`config.mk`:
```
export PLATFORM = sky130hd
export DESIGN_NAME = tdm_demux_1to4
export DESIGN_NICKNAME = d
export VERILOG_FILES = /design/src/rtl/tdm_pkg.sv /design/src/rtl/tdm_frame_tracker.sv /design/src/rtl/tdm_demux_1to4.sv
export SDC_FILE = /design/constraint.sdc
export NUM_CORES = 1
export LEC_CHECK = 0
export BUFFER_PORTS_ARGS = -buffer_cell sky130_fd_sc_hd__buf_2
export CAP_MARGIN = 20
export CORE_MARGIN = 2
export CORE_UTILIZATION = 57
export CTS_CLUSTER_DIAMETER = 200
export CTS_CLUSTER_SIZE = 30
export DETAILED_ROUTE_END_ITERATION = 16
export GPL_ROUTABILITY_DRIVEN = 1
export PLACE_DENSITY = 0.81
export SETUP_SLACK_MARGIN = 0.2
export SLEW_MARGIN = 20
export SYNTH_ARGS = -nofsm -noshare
export SYNTH_HDL_FRONTEND = slang
export SYNTH_SLANG_ARGS = --single-unit
```
`constraint.sdc`:
```
create_clock -name clk -period 3.2 [get_ports clk]
set_input_delay 0.64 -clock clk [delete_from_list [all_inputs] [get_ports clk]]
set_output_delay 0.64 -clock clk [all_outputs]
set_load 0.01 [all_outputs]
```
`src/rtl/tdm_pkg.sv`:
```
// Shared types and sizes for the 4-slot TDM receive path.
package tdm_pkg;

    typedef enum logic {
        HUNT   = 1'b0,
        LOCKED = 1'b1
    } tdm_state_e;

    localparam int SLOTS  = 4;
    localparam int SLOT_W = 2;
    localparam int MISS_W = 3;

endpackage

```
`src/rtl/tdm_frame_tracker.sv`:
```
// Frame-alignment FSM with slot and sync-miss counters; emits per-beat shadow/frame strobes.
// Strobes are combinational from the current beat, status outputs registered; in_valid low freezes state.
module tdm_frame_tracker
    import tdm_pkg::*;
#(
    parameter int SYNC_MISS_MAX = 2
) (
    input  logic              clk,
    input  logic              rst_n,
    input  logic              in_valid_i,
    input  logic              frame_sync_i,
    output logic [SLOT_W-1:0] slot_o,
    output logic              locked_o,
    output logic              sync_err_o,
    output logic              shadow_we_o,
    output logic [SLOT_W-1:0] shadow_idx_o,
    output logic              frame_done_o,
    output logic              frame_discard_o
);

    localparam logic [SLOT_W-1:0] LAST_SLOT = SLOT_W'(SLOTS - 1);

    tdm_state_e        state_q, state_d;
    logic [SLOT_W-1:0] slot_q, slot_d;
    logic [MISS_W-1:0] miss_q, miss_d, miss_inc;
    logic              sync_err_q, sync_err_d;
    logic              aligned;

    always_comb begin
        state_d         = state_q;
        slot_d          = slot_q;
        miss_d          = miss_q;
        sync_err_d      = 1'b0;
        miss_inc        = miss_q + 1'b1;
        aligned         = (slot_q == '0) == frame_sync_i;
        shadow_we_o     = 1'b0;
        shadow_idx_o    = slot_q;
        frame_done_o    = 1'b0;
        frame_discard_o = 1'b0;

        if (in_valid_i) begin
            case (state_q)
                HUNT: begin
                    if (frame_sync_i) begin
                        state_d      = LOCKED;
                        slot_d       = SLOT_W'(1);
                        miss_d       = '0;
                        shadow_we_o  = 1'b1;
                        shadow_idx_o = '0;
                    end
                end
                LOCKED: begin
                    if (!aligned) begin
                        // Misaligned beat restarts the frame unless it exhausts the miss budget.
                        sync_err_d      = 1'b1;
                        frame_discard_o = (slot_q != '0);
                        if (miss_inc == MISS_W'(SYNC_MISS_MAX)) begin
                            state_d = HUNT;
                            slot_d  = '0;
                            miss_d  = '0;
                        end else begin
                            miss_d       = miss_inc;
                            slot_d       = SLOT_W'(1);
                            shadow_we_o  = 1'b1;
                            shadow_idx_o = '0;
                        end
                    end else begin
                        if (slot_q == '0) begin
                            miss_d = '0;
                        end
                        slot_d = slot_q + 1'b1;
                        if (slot_q == LAST_SLOT) begin
                            frame_done_o = 1'b1;
                        end else begin
                            shadow_we_o = 1'b1;
                        end
                    end
                end
                default: ;
            endcase
        end
    end

    always_ff @(posedge clk) begin
        if (!rst_n) begin
            state_q    <= HUNT;
            slot_q     <= '0;
            miss_q     <= '0;
            sync_err_q <= 1'b0;
        end else begin
            state_q    <= state_d;
            slot_q     <= slot_d;
            miss_q     <= miss_d;
            sync_err_q <= sync_err_d;
        end
    end

    assign slot_o     = slot_q;
    assign locked_o   = (state_q == LOCKED);
    assign sync_err_o = sync_err_q;

endmodule

```
`src/rtl/tdm_demux_1to4.sv`:
```
// 1-to-4 TDM demultiplexer: gathers slots 0..3 into shadow regs and publishes whole frames.
// Frame outputs one cycle after the slot-3 beat; in_valid low stalls without breaking the frame.
module tdm_demux_1to4
    import tdm_pkg::*;
#(
    parameter int W             = 1,
    parameter int SYNC_MISS_MAX = 2
) (
    input  logic              clk,
    input  logic              rst_n,
    input  logic [W-1:0]      din,
    input  logic              in_valid,
    input  logic              frame_sync,
    output logic [W-1:0]      o0,
    output logic [W-1:0]      o1,
    output logic [W-1:0]      o2,
    output logic [W-1:0]      o3,
    output logic              frame_valid,
    output logic              locked,
    output logic [SLOT_W-1:0] slot,
    output logic              sync_err
);

    logic              shadow_we;
    logic [SLOT_W-1:0] shadow_idx;
    logic              frame_done;
    logic              frame_discard;

    // Slot 3 goes straight to o3, so only slots 0..2 need shadowing.
    logic [W-1:0] shadow_q [0:SLOTS-2];
    logic [W-1:0] o0_q, o1_q, o2_q, o3_q;
    logic         frame_valid_q;

    tdm_frame_tracker #(
        .SYNC_MISS_MAX (SYNC_MISS_MAX)
    ) u_tracker (
        .clk             (clk),
        .rst_n           (rst_n),
        .in_valid_i      (in_valid),
        .frame_sync_i    (frame_sync),
        .slot_o          (slot),
        .locked_o        (locked),
        .sync_err_o      (sync_err),
        .shadow_we_o     (shadow_we),
        .shadow_idx_o    (shadow_idx),
        .frame_done_o    (frame_done),
        .frame_discard_o (frame_discard)
    );

    always_ff @(posedge clk) begin
        if (!rst_n) begin
            for (int i = 0; i < SLOTS - 1; i++) begin
                shadow_q[i] <= '0;
            end
            o0_q          <= '0;
            o1_q          <= '0;
            o2_q          <= '0;
            o3_q          <= '0;
            frame_valid_q <= 1'b0;
        end else begin
            frame_valid_q <= frame_done;
            if (frame_discard) begin
                shadow_q[1] <= '0;
                shadow_q[2] <= '0;
            end
            if (shadow_we) begin
                case (shadow_idx)
                    2'd0:    shadow_q[0] <= din;
                    2'd1:    shadow_q[1] <= din;
                    2'd2:    shadow_q[2] <= din;
                    default: ;
                endcase
            end
            if (frame_done) begin
                o0_q <= shadow_q[0];
                o1_q <= shadow_q[1];
                o2_q <= shadow_q[2];
                o3_q <= din;
            end
        end
    end

    assign o0          = o0_q;
    assign o1          = o1_q;
    assign o2          = o2_q;
    assign o3          = o3_q;
    assign frame_valid = frame_valid_q;

endmodule

```
Yosys cells after proc, flatten, opt, wreduce, memory -nomap -nowiden
Memory sizes are Yosys's and may differ from the RTL's. A register that Yosys moved wholly into a read port is not among the register bits.
Cells that the tools add are included.
{"block": "totals", "ram_bits": 3, "regBits": 9, "mem_count": 1, "wordCells": 82, "in_bits": 5}
{"memory": "shadow_q", "words": 3, "width": 1, "rd": 3, "rd_ports_with_merged_regs": 3, "wr": 3, "line": "tdm_demux_1to4.sv:30", "rtl": "logic [W-1:0] shadow_q [0:SLOTS-2];"}
{"block": "op_classes", "eq_ne": 7, "bitwise_logic": 6, "mux": 51, "addsub": 2, "reduce_logical": 9}
{"cell": "$mux W1", "count": 36}
{"cell": "$mux W2", "count": 6}
{"cell": "$mux W3", "count": 4}
{"cell": "$pmux W2 S2", "count": 2}
{"cell": "$pmux W3 S2", "count": 1}
{"cell": "$reduce_and A3 Y1", "count": 2}
{"cell": "$or A1 B1 Y1", "count": 5}
{"cell": "$eq A2 B2 Y1 const B", "count": 2}
{"cell": "$logic_not A2 Y1", "count": 2}
{"cell": "$pmux W1 S2", "count": 2}
{"cell": "$add A3 B1 Y3 const B", "count": 1}
{"cell": "$eq A3 B2 Y1 const B", "count": 1}
{"cell": "$logic_not A1 Y1", "count": 3}
{"cell": "$ne A3 B3 Y1 const B", "count": 1}
{"cell": "$add A2 B1 Y2 const B", "count": 1}
{"cell": "$eq A2 B1 Y1 const B", "count": 1}
{"cell": "$ne A2 B2 Y1 const B", "count": 1}
{"cell": "$reduce_and A2 Y1", "count": 1}
{"cell": "$reduce_bool A2 Y1", "count": 1}
{"cell": "$eq A1 B1 Y1", "count": 1}
{"cell": "$not A1 Y1", "count": 1}

Depth between registers and ports, before layout
Gate-level depths: netlist of the first run.
{"block": "depth", "depth_word": 12, "depth_mapped": 9, "depth_no_buf": 9}

Modules after synthesis
From an unflattened synthesis of the first run, not the netlist that was laid out.
{"block": "hier_totals", "hier_cells": 87, "area_unflattened_um2": 838.3}
{"module": "tdm_frame_tracker", "instances": 1, "cells_each": 57, "seq_area_each_um2": 140.1, "area_per_inst_um2": 500.5}
{"module": "tdm_demux_1to4", "instances": 1, "cells_each": 30, "seq_area_each_um2": 180.2, "area_per_inst_um2": 337.8}

Worst setup path before layout of the first run
Ideal clock, no wire load.
{"block": "synth_path", "path_kind": "flip-flop to flip-flop", "start": "register u_tracker.slot_q[0], in the netlist u_tracker.slot_o[0]", "end": "memory shadow_q[1] (enable)", "t_arrival_ps": 1831, "path_stages_with_launch": 10, "n_path_buf": 0, "setup_time_ps": 311, "path_slack_ps": 1058, "period_less_slack_ps": 2142, "t_required_ps": 2889, "cell_sequence": "dfxtp_1 -> inv_1 -> ha_1 -> inv_1 -> ha_1 -> nand2_1 -> o22ai_1 -> a21oi_1 -> nand3_1 -> o211ai_1"}
{"element": "from (decl)", "line": "tdm_frame_tracker.sv:24", "rtl": "logic [SLOT_W-1:0] slot_q, slot_d;"}
{"element": "from (signal assigned)", "line": "tdm_frame_tracker.sv:92", "rtl": "slot_q <= slot_d;"}
{"element": "to (decl)", "line": "tdm_demux_1to4.sv:30"}

==> results of run 1 <==
## stage by stage
stage	total power [mW]	setup WS, ns	hold WS, ns	util, %
after floorplan	0.243	1.06	0.453	-
after global placement	0.255	0.913	0.459	67.4
after detailed placement	0.258	0.842	0.474	67.4
after CTS	0.363	0.819	0.496	69.4
after global routing	0.375	0.555	0.532	69.4
final	0.363	0.774	0.488	69.4
## worst max-delay path: stages, from the launching register on
cell	delay [ns]
dfxtp_1	0.50
inv_1	0.14
ha_1	0.21
inv_1	0.08
ha_1	0.30
nand2_1	0.22
o22ai_1	0.14
a21oi_1	0.21
nand3_1	0.11
o211ai_1	0.22
## layout make-up
| cell class | count | area [um2] |
|---|---|---|
| clock buffers | 4 | 26.3 |
| fillers | 119 | 408 |
| well taps | 15 | 18.8 |
| repair buffers | 13 | 65.1 |
| flip-flops and latches | 15 | 320 |
| multi-input cells | 69 | 462 |
| inverters | 9 | 33.8 |
## report_power, final
group          switching, mW  internal, mW
combinational         0.0333        0.0182
clock                 0.0602        0.0484
sequential           0.00775         0.195
## flip-flops by register name (all words and copies together) (netlist names)
register and count:
frame_valid 1, u_tracker.miss_q 3, o0 1, u_tracker.locked_o 1
shadow_q 3, o1 1, u_tracker.sync_err_o 1, u_tracker.slot_o 2
o2 1, o3 1
## how the worst min path moves through the flow
| stage | startpoint | to | slack [ns] |
|---|---|---|---|
| after CTS | shadow_q[0]$_DFFE_PP_ | o0$_SDFFE_PN0P_ | 0.50 |
| final | shadow_q[0]$_DFFE_PP_ | o0$_SDFFE_PN0P_ | 0.49 |
| after detailed placement | shadow_q[0]$_DFFE_PP_ | o0$_SDFFE_PN0P_ | 0.47 |
| after floorplan | shadow_q[0]$_DFFE_PP_ | o0$_SDFFE_PN0P_ | 0.45 |
| after global routing | u_tracker.slot_o[1]$_SDFFE_PN0P_ | u_tracker.slot_o[1]$_SDFFE_PN0P_ | 0.53 |
| after global placement | shadow_q[0]$_DFFE_PP_ | o0$_SDFFE_PN0P_ | 0.46 |
## metal layers
layer | vias to the layer above | track usage [%] | share of wire [%]
li1 | 372 | - | -
met1 | 353 | 25.9 | 42
met2 | 35 | 40.6 | 50
met3 | 5 | 3.88 | 6.5
met4 | 0 | 7.50 | 1.7
met5 | - | 0 | 0
## Yosys cell counts
library cell,n,share of area [%]
dfxtp_1,13,31
nor2_1,10,4.5
inv_1,9,4.0
a21oi_1,8,4.8
ha_1,6,9.0
nand2_1,5,2.2
nand3_1,4,2.4
nand4_1,4,3.0
o21ai_1,4,2.4
mux2i_1,3,3.6
a221oi_1,2,2.1
buf_4,2,1.8
edfxtp_1,2,7.2
nand2_2,2,1.5
nor3_1,2,1.2
a211oi_2,1,1.5
a21boi_1,1,0.90
a21o_1,1,0.90
a22oi_1,1,0.90
a41o_1,1,1.2
and3_1,1,0.75
clkbuf_1,1,0.45
nand2b_1,1,0.75
nand3b_1,1,0.90
nor2_2,1,0.75
nor3_2,1,1.2
nor3b_1,1,0.90
nor4b_1,1,1.0
o211ai_1,1,0.90
o21a_1,1,0.90
o21ai_0,1,0.60
o22ai_1,1,0.75
o31ai_1,1,0.90
or4_1,1,0.90
xnor2_2,1,1.9
## logic make-up (layout without fill, tap and decap cells)
family	Yosys count	in the layout	share of synthesized area [%]
simple gates	35	35	22.0
fa+ha+maj	6	6	9.00
compound gates	24	24	18.7
mux	3	3	3.60
flops	15	15	38.4
buf+inv	12	26	6.30
xor+xnor	1	1	1.95
==> results.sh, run 1 <==
export IMPL_status="completed"
export IMPL_peakVddDrop_mv=0.297
export IMPL_setup_viol=0
export IMPL_dp_hpwl_um=1380
export IMPL_syn2layout_area_growth_pct=10.9
export IMPL_first_global_vias=707
export IMPL_slew_headroom_pct=61.7
export IMPL_path_max_fanout=9
export IMPL_viasPerCell=6.12
export IMPL_clkSinkCount=15
export IMPL_h_tree_depth=1
export IMPL_grt_usage_pct=22.3
export IMPL_r2r_start="u_tracker.slot_o[0]$_SDFFE_PN0P_"
export IMPL_yosys_warnings=0
export IMPL_post_cts_setup_buffers=0
export IMPL_synth_avg_cell_area_um2=8.69
export IMPL_clk_pin_slew_ns=0.09
export IMPL_final_nets=122
export IMPL_io_buffers=13
export IMPL_die_y_um=42.3
export IMPL_yosys_cell_types_count=35
export IMPL_r2r_slack_ns=0.77
export IMPL_worst_hold_path_num_cells=2
export IMPL_layout_common_cells="13 x dfxtp_1, 13 x buf_2, 10 x nor2_1"
export IMPL_wire_per_inst_um=15.2
export IMPL_hold_buffers=0
export IMPL_ctsRootBufferMaster="clkbuf_4"
export IMPL_antenna_found_initial=0
export IMPL_critical_path_class="flip-flop to flip-flop"
export IMPL_clock_skew_ns=0.00247
export IMPL_reg2reg_to="shadow_q[1]$_SDFFCE_PN0P_"
export IMPL_ctsLongestPathBuffers=2
export IMPL_synth_area_um2=835
export IMPL_instances_no_fill=125
export IMPL_period_minus_slack_ns=2.43
export IMPL_arrival_ns=2.41
export IMPL_critical_path_endpoint="shadow_q[1]$_SDFFCE_PN0P_"
export IMPL_num_io_pins=14
export IMPL_synth_fp_nets=107
export IMPL_dpl_cell_area_um2=900
export IMPL_fmax_mhz=412
export IMPL_tns_ns=0
export IMPL_crit_start="u_tracker.slot_o[0]$_SDFFE_PN0P_"
export IMPL_finalHoldViolations=0
export IMPL_endpoint_kind="flip-flop"
export IMPL_yosysSeqAreaShare_pct=38.4
export IMPL_cap_violations=0
export IMPL_cts_resized=0
export IMPL_rows=13
export IMPL_min_period_over_period_pct=75.8
export IMPL_fp_dieW_um=42.3
export IMPL_globalplace_congestion=0.869
export IMPL_reg2reg_depth=9
export IMPL_grt_max_degree=17
export IMPL_leakagePower_nw=0.416
export IMPL_core_area_um2=1330
export IMPL_start_util_pct=62.6
export IMPL_grt_pass1_wl_um=3000
export IMPL_cts_tree="built"
export IMPL_rsz0062_at_grt="no"
export IMPL_drive_above_1_share_pct=20.0
export IMPL_power_density_nw_per_um2=392
export IMPL_slew_violations=0
export IMPL_ys_ff_latch=15
export IMPL_drt_iter0_markers=15
export IMPL_numCtsBuffers=3
export IMPL_tightest_slew_ns=0.574
export IMPL_hold_class="flip-flop to flip-flop"
export IMPL_vias=765
export IMPL_drc_errors=0
export IMPL_design_area_um2=926
export IMPL_antenna_cells=0
export IMPL_wirelength_um=1900
export IMPL_dr_pass1_iters=4
export IMPL_drtAntennaViolNets=0
export IMPL_gr_total_overflow=0
export IMPL_cp_start_kind="flip-flop"
export IMPL_worstPathRequired_ns=3.19
export IMPL_syn_inst=96
export IMPL_dieArea_um2=1790
export IMPL_clkLatencyLatePin_ns=0.28
export IMPL_placedCellCount=121
(Power assumes the default switching activity.)
==> run 2, diff against run 1 <==
--- a/config.mk
+++ b/config.mk
@@ -5,15 +5,16 @@
 export SDC_FILE = /design/constraint.sdc
 export NUM_CORES = 1
 export LEC_CHECK = 0
+export ABC_AREA = 1
 export BUFFER_PORTS_ARGS = -buffer_cell sky130_fd_sc_hd__buf_2
 export CAP_MARGIN = 20
 export CORE_MARGIN = 2
-export CORE_UTILIZATION = 57
+export CORE_UTILIZATION = 52
 export CTS_CLUSTER_DIAMETER = 200
 export CTS_CLUSTER_SIZE = 30
 export DETAILED_ROUTE_END_ITERATION = 16
 export GPL_ROUTABILITY_DRIVEN = 1
-export PLACE_DENSITY = 0.81
+export PLACE_DENSITY = 0.75
 export SETUP_SLACK_MARGIN = 0.2
 export SLEW_MARGIN = 20
 export SYNTH_ARGS = -nofsm -noshare
==> constraint.sdc (replaced) <==
create_clock -name clk -period 2.5 [get_ports clk]
set_input_delay 0.5 -clock clk [delete_from_list [all_inputs] [get_ports clk]]
set_output_delay 0.5 -clock clk [all_outputs]
set_load 0.01 [all_outputs]
==> results.sh, run 2 <==
export IMPL_status="completed"
export IMPL_slew_headroom_pct=77.8
export IMPL_synth_top_family_by_area="simple AND/OR/NAND/NOR gates"
export IMPL_slew_violations=0
export IMPL_power_share_clock_pct=30.4
export IMPL_seqPwrFrac_pct=55.0
export IMPL_syn2layout_area_growth_pct=15.4
export IMPL_combPwrFrac_pct=14.6
export IMPL_antenna_cells=0
export IMPL_post_route_util_pct=62.6
export IMPL_drt_iter0_markers=26
export IMPL_period_minus_slack_ns=2.17
export IMPL_vias=707
export IMPL_rsz0062_at_grt="no"
export IMPL_start_util_pct=54.2
export IMPL_reg2reg_to="shadow_q[0]$_DFFE_PP_"
export IMPL_r2r_start="u_tracker.slot_o[0]$_SDFFE_PN0P_"
export IMPL_ys_ff_latch=15
export IMPL_globalplace_congestion=0.832
export IMPL_async_reset_ff_share_pct=0
export IMPL_first_global_vias=662
export IMPL_yosys_cell_count_top_type="nand2_1"
export IMPL_antenna_found_initial=0
export IMPL_synth_area_um2=788
export IMPL_viasPerCell=5.12
export IMPL_wirelength_um=1560
export IMPL_clkSinkCount=15
export IMPL_wire_per_inst_um=11.3
export IMPL_grt_usage_pct=19.2
export IMPL_worstHoldStart="din"
export IMPL_synth_edff_count=2
export IMPL_worstPathRequired_ns=2.56
export IMPL_ys_flop_type="dfxtp_1"
export IMPL_tightest_slew_ns=0.331
export IMPL_cts_tree="built"
export IMPL_grt_max_degree=15
export IMPL_final_nets=134
export IMPL_die_y_um=42.9
export IMPL_post_place_ws_ns=0.248
export IMPL_min_period_over_period_pct=86.8
export IMPL_dp_hpwl_um=1160
export IMPL_clock_skew_ns=0.00115
export IMPL_synth_area_top_cells="dfxtp_1 33%, nand2_1 10%, ha_1 9.5%"
export IMPL_yosys_cell_types_count=23
export IMPL_gr_total_overflow=0
export IMPL_ctsRootBufferMaster="clkbuf_4"
export IMPL_yosysSeqAreaShare_pct=40.6
export IMPL_hold_end="shadow_q[2]$_SDFFE_PP0P_"
export IMPL_synth_simple_gate_area_share_pct=25.9
export IMPL_yosysTopAreaCell="dfxtp_1"
export IMPL_synth_avg_cell_area_um2=7.44
export IMPL_numCtsBuffers=3
export IMPL_layout_common_cells="19 x nand2_1, 16 x inv_1, 15 x nor2_1"
export IMPL_drc_errors=0
export IMPL_synth_top_cell_area_share_pct=33.0
export IMPL_io_buffers=13
export IMPL_cap_violations=0
export IMPL_clkLatencyLatePin_ns=0.29
export IMPL_power_density_nw_per_um2=521
export IMPL_clk_pin_slew_ns=0.09
export IMPL_worst_hold_path_num_cells=3
export IMPL_tns_ns=0
export IMPL_post_synth_xor_area_fraction_pct=0
export IMPL_endpoint_kind="flip-flop"
export IMPL_peakVddDrop_mv=0.287
export IMPL_h_tree_depth=1
export IMPL_arrival_ns=2.23
export IMPL_finalHoldViolations=0
export IMPL_drive_above_1_share_pct=24.6
export IMPL_p_sw_share_pct=29.1
export IMPL_setup_ws_ns=0.331
export IMPL_rows=14
export IMPL_hold_class="input pin to flip-flop"
export IMPL_cp_start_kind="flip-flop"
export IMPL_power_internal_mw=0.336
export IMPL_layout_commonest_cell="nand2_1"
export IMPL_grt_pass1_wl_um=2660
export IMPL_synth_adder_area_share_pct=9.52
export IMPL_syn_inst=106
export IMPL_num_io_pins=14
export IMPL_path_max_fanout=6
export IMPL_fp_dieW_um=42.9
export IMPL_r2r_slack_ns=0.33
export IMPL_dr_pass1_iters=4
export IMPL_drtAntennaViolNets=0
export IMPL_synth_compound_area_share_pct=14.9
export IMPL_ctsLongestPathBuffers=2
export IMPL_dieArea_um2=1840
export IMPL_core_area_um2=1450
export IMPL_reg2reg_depth=14
export IMPL_muxShareOfSynthArea_pct=0
export IMPL_ys_top_cells_by_count="22 x nand2_1, 17 x inv_1, 15 x nor2_1, 13 x dfxtp_1"
export IMPL_p_switching_mw=0.138
export IMPL_yosys_warnings=0
export IMPL_leakagePower_nw=0.472
export IMPL_fmax_mhz=461
export IMPL_critical_path_class="flip-flop to flip-flop"
export IMPL_synth_fp_nets=117
export IMPL_setup_viol=0
run 2: worst max-delay path by stage:
| stage | from | to | slack [ns] | cells past startpoint |
|---|---|---|---|---|
| finish | u_tracker.slot_o[0]$_SDFFE_PN0P_ | shadow_q[0]$_DFFE_PP_ | 0.33 | 14 |
| floorplan | u_tracker.slot_o[0]$_SDFFE_PN0P_ | shadow_q[0]$_DFFE_PP_ | 0.42 | 16 |
| CTS | u_tracker.slot_o[0]$_SDFFE_PN0P_ | shadow_q[0]$_DFFE_PP_ | 0.21 | 16 |
| detailed placement | frame_sync | shadow_q[0]$_DFFE_PP_ | 0.25 | 15 |
| global placement | frame_sync | shadow_q[0]$_DFFE_PP_ | 0.33 | 13 |
| global route | u_tracker.slot_o[0]$_SDFFE_PN0P_ | shadow_q[0]$_DFFE_PP_ | 0.20 | 16 |
run 2: what timing repair did:
| item | CTS | global route |
|---|---|---|
| hold buffers | 0 | 0 |
| setup buffers | 0 | 0 |
| resized for setup | 0 | 7 |
| setup endpoints to repair | 0 | 3 |
run 2: kinds of logic (layout without fill, tap and decap cells):
group,after synthesis,after routing
buffers and inverters,19,35
flip-flops,15,15
AO/OA/AOI/OAI,18,18
adder cells (fa/ha/maj),6,6
AND/OR/NAND/NOR,48,48
run 2: cell type report:
cell class / instances / area (um2)
timing repair buffer: 13 / 65.1
clock inverter: 1 / 5.00
clock buffer: 3 / 22.5
sequential: 15 / 325
fill: 138 / 544
multi-input combinational: 72 / 404
inverter: 18 / 67.6
tap: 16 / 20.0
run 2: metal layers:
| metal | share of wire, % | track usage (%) | vias to the layer above |
|---|---|---|---|
| li1 | - | - | 369 |
| met1 | 47 | 25.4 | 316 |
| met2 | 46 | 29.7 | 17 |
| met3 | 4.3 | 4.26 | 5 |
| met4 | 2.6 | 9.09 | 0 |
| met5 | 0 | 0 | - |
run 2: worst max-delay path: stages, from the launching register on:
cell and delay (ns):
dfxtp_4 0.38, inv_1 0.06, ha_1 0.19, inv_1 0.08
ha_1 0.27, inv_2 0.11, nand2_1 0.10, a21oi_1 0.16
nor2_2 0.08, nand2_1 0.09, nor2_1 0.04, nor2_1 0.17
nand3_2 0.09, nand2_2 0.08, inv_1 0.04
run 2: metrics by stage:
step | total power [mW] | hold WS, ns | std cells | area, um2
finish | 0.474 | 0.475 | 138 | 910
global route | 0.496 | 0.474 | 138 | 910
CTS | 0.470 | 0.476 | 138 | 897
detailed placement | 0.331 | 0.460 | 134 | 870
global placement | 0.328 | 0.457 | 134 | 870
floorplan | 0.310 | 0.447 | 106 | 788
run 2: power groups by stage:
stage / Combinational [mW] / Clock, mW / Sequential (mW)
4_1_cts: 0.0662 / 0.144 / 0.260
3_3_place_gp: 0.0622 / 0 / 0.265
5_1_grt: 0.0776 / 0.157 / 0.262
6_report: 0.0693 / 0.144 / 0.261
2_1_floorplan: 0.0438 / 0 / 0.266
3_5_place_dp: 0.0652 / 0 / 0.266
==> run 3, diff against run 2 <==
--- a/config.mk
+++ b/config.mk
@@ -5,18 +5,18 @@
 export SDC_FILE = /design/constraint.sdc
 export NUM_CORES = 1
 export LEC_CHECK = 0
-export ABC_AREA = 1
 export BUFFER_PORTS_ARGS = -buffer_cell sky130_fd_sc_hd__buf_2
 export CAP_MARGIN = 20
 export CORE_MARGIN = 2
-export CORE_UTILIZATION = 52
+export CORE_UTILIZATION = 53
 export CTS_CLUSTER_DIAMETER = 200
 export CTS_CLUSTER_SIZE = 30
 export DETAILED_ROUTE_END_ITERATION = 16
 export GPL_ROUTABILITY_DRIVEN = 1
-export PLACE_DENSITY = 0.75
+export PLACE_DENSITY = 0.76
 export SETUP_SLACK_MARGIN = 0.2
 export SLEW_MARGIN = 20
 export SYNTH_ARGS = -nofsm -noshare
 export SYNTH_HDL_FRONTEND = slang
+export SYNTH_HIERARCHICAL = 1
 export SYNTH_SLANG_ARGS = --single-unit
==> results.sh, run 3 <==
export IMPL_slew_headroom_pct=66.8
export IMPL_antenna_found_initial=0
export IMPL_status="completed"
export IMPL_drc_errors=0
export IMPL_fmax_mhz=476
export IMPL_hold_end="o3$_SDFFE_PN0P_"
export IMPL_period_minus_slack_ns=2.10
export IMPL_leakagePower_nw=0.401
export IMPL_seqPwrFrac_pct=56.3
export IMPL_grt_pass1_wl_um=2840
export IMPL_dr_pass1_iters=4
export IMPL_power_internal_mw=0.338
export IMPL_path_cells="inv_1, ha_1, inv_1, ha_2, o311a_1, nand2b_1, o21ai_0"
export IMPL_die_y_um=43.8
export IMPL_path_buf_inv=2
export IMPL_hold_buffers=0
export IMPL_synth_edff_count=2
export IMPL_h_tree_depth=1
export IMPL_p_total_mw=0.456
export IMPL_io_buffers=13
export IMPL_core_area_um2=1490
export IMPL_rsz0062_at_grt="no"
export IMPL_wirelength_um=1550
export IMPL_drt_iter0_markers=24
export IMPL_grt_max_degree=18
export IMPL_dpl_cell_area_um2=902
export IMPL_wl_met2_um=729
export IMPL_r2r_start="u_tracker/slot_o[0]$_SDFFE_PN0P_"
export IMPL_wl_met1_um=716
export IMPL_worstHoldStart="din"
export IMPL_grt_usage_pct=19.8
export IMPL_path_max_fanout=12
export IMPL_min_period_over_period_pct=84.0
export IMPL_cpMostUsedCell="inv_1"
export IMPL_combPwrFrac_pct=14.0
export IMPL_route_met3_wl_um=105
export IMPL_synth_compound_area_share_pct=18.4
export IMPL_syn_inst=87
export IMPL_first_global_vias=665
export IMPL_cts_resized=0
export IMPL_dieArea_um2=1920
export IMPL_dp_hpwl_um=1060
export IMPL_ys_flop_type="dfxtp_1"
export IMPL_globalplace_congestion=0.873
export IMPL_p_sw_share_pct=25.8
export IMPL_synth_adder_area_share_pct=7.46
export IMPL_post_cts_setup_buffers=0
export IMPL_slew_violations=0
export IMPL_ys_top_cells_by_count="13 x dfxtp_1, 7 x inv_1, 6 x mux2i_1"
export IMPL_cp_slowest_cell="o311a_1"
export IMPL_cap_violations=0
export IMPL_drtAntennaViolNets=0
export IMPL_synth_area_um2=838
export IMPL_rows=14
export IMPL_numCtsBuffers=3
export IMPL_setup_viol=0
export IMPL_tns_ns=0
export IMPL_worst_hold_path_num_cells=3
export IMPL_start_util_pct=56.3
export IMPL_vias=681
export IMPL_yosysSeqAreaShare_pct=38.2
export IMPL_worstPathRequired_ns=2.49
export IMPL_wire_per_inst_um=13.4
export IMPL_dr_max_layer_used="met3"
export IMPL_peakVddDrop_mv=0.313
export IMPL_ctsLongestPathBuffers=2
export IMPL_clkSinkCount=15
export IMPL_clk_pin_slew_ns=0.09
export IMPL_async_reset_ff_share_pct=0
export IMPL_drive_above_1_share_pct=23.0
export IMPL_ys_ff_latch=15
export IMPL_layout_common_cells="13 x dfxtp_1, 13 x buf_2, 7 x inv_1"
export IMPL_p_switching_mw=0.117
export IMPL_ctsRootBufferMaster="clkbuf_4"
export IMPL_endpoint_kind="flip-flop"
export IMPL_antenna_cells=0
export IMPL_reg2reg_depth=7
export IMPL_power_density_nw_per_um2=487
export IMPL_yosys_cell_types_count=38
export IMPL_critical_path_class="flip-flop to flip-flop"
export IMPL_gr_total_overflow=0
export IMPL_cts_tree="built"
export IMPL_num_io_pins=14
export IMPL_power_share_clock_pct=29.7
export IMPL_synth_top_family_by_area="simple AND/OR/NAND/NOR gates"
export IMPL_syn2layout_area_growth_pct=11.5
export IMPL_synth_avg_cell_area_um2=9.64
export IMPL_muxShareOfSynthArea_pct=7.16
export IMPL_yosysTopAreaCell="dfxtp_1"
export IMPL_reg2reg_to="shadow_q[0]$_DFFE_PP_"
export IMPL_synth_area_top_cells="dfxtp_1 31%, ha_1 7.5%, mux2i_1 7.2%"
export IMPL_clock_skew_ns=0.00261
export IMPL_clkLatencyLatePin_ns=0.28
export IMPL_design_area_um2=935
export IMPL_hold_class="input pin to flip-flop"
export IMPL_synth_fp_nets=97
export IMPL_fp_dieW_um=43.8
export IMPL_critPathMaxStageDelay_ns=0.42
export IMPL_yosys_cell_count_top_type="dfxtp_1"
export IMPL_tightest_slew_ns=0.496
export IMPL_crit_family="compound AO/OA/AOI/OAI gates"
export IMPL_yosys_warnings=6
export IMPL_final_nets=111
export IMPL_r2r_slack_ns=0.40
export IMPL_arrival_ns=2.09
export IMPL_synth_simple_gate_area_share_pct=21.2
export IMPL_finalHoldViolations=0
export IMPL_cp_start_kind="flip-flop"
export IMPL_post_synth_xor_area_fraction_pct=1.94
export IMPL_viasPerCell=5.87
export IMPL_synth_top_cell_area_share_pct=31.0
run 3: cell types whose count changed after synthesis, sizes merged, moves of 3 or more:
cell and delta:
a21oi -7, inv -11, nor2 -13, nand2 -19, nand3b +5, nor2b +5
mux2i +6, a21boi +3, buf +3, nand3 -3
run 3: power groups by stage:
stage / Clock, mW / Sequential, mW / Combinational (mW)
after floorplan: 0 / 0.260 / 0.0449
after global placement: 0 / 0.262 / 0.0596
after detailed placement: 0 / 0.262 / 0.0599
after CTS: 0.144 / 0.256 / 0.0605
after global routing: 0.157 / 0.258 / 0.0712
final: 0.135 / 0.256 / 0.0639
run 3: cell families after synthesis:
logic type / count (synthesis)
fa+ha+maj: 5
xor+xnor: 1
flops: 15
compound gates: 20
simple gates: 29
buf+inv: 11
mux: 6
run 3: worst max path at each step:
stage / start / endpoint / slack, ns / cells after the start
2_1_floorplan: u_tracker/slot_o[0]$_SDFFE_PN0P_ / shadow_q[0]$_DFFE_PP_ / 0.35 / 8
5_1_grt: u_tracker/slot_o[0]$_SDFFE_PN0P_ / shadow_q[0]$_DFFE_PP_ / 0.23 / 7
3_3_place_gp: frame_sync / shadow_q[0]$_DFFE_PP_ / 0.40 / 7
6_report: u_tracker/slot_o[0]$_SDFFE_PN0P_ / shadow_q[0]$_DFFE_PP_ / 0.40 / 7
3_5_place_dp: frame_sync / shadow_q[0]$_DFFE_PP_ / 0.34 / 7
4_1_cts: u_tracker/slot_o[0]$_SDFFE_PN0P_ / shadow_q[0]$_DFFE_PP_ / 0.34 / 9
run 3: per-stage QoR:
stage               hold WS (ns)  cells  worst slack, ns  util [%]
floorplan                  0.465     87            0.351         -
global placement           0.482    112            0.405      60.6
detailed placement         0.491    112            0.344      60.6
CTS                        0.489    116            0.344      62.4
global route               0.523    116            0.229      62.8
finish                     0.494    116            0.399      62.8
run 3: cell type report:
cell class              instances  area, um2
well taps                      16       20.0
clock buffers                   4       26.3
inverters                       7       26.3
fillers                       126        554
multi-input cells              61        477
repair buffers                 13       65.1
flip-flops and latches         15        320
run 3: worst register-to-register path, cell delays in order, from the launching register on:
cell	delay [ns]
dfxtp_1	0.39
inv_1	0.09
ha_1	0.21
inv_1	0.06
ha_2	0.33
o311a_1	0.42
nand2b_1	0.15
o21ai_0	0.16
run 3: layer usage:
| layer | track usage, % | vias up |
|---|---|---|
| met5 | 0 | - |
| met4 | 9.09 | 0 |
| met3 | 3.75 | 0 |
| met2 | 31.8 | 30 |
| met1 | 25.7 | 311 |
| li1 | - | 340 |
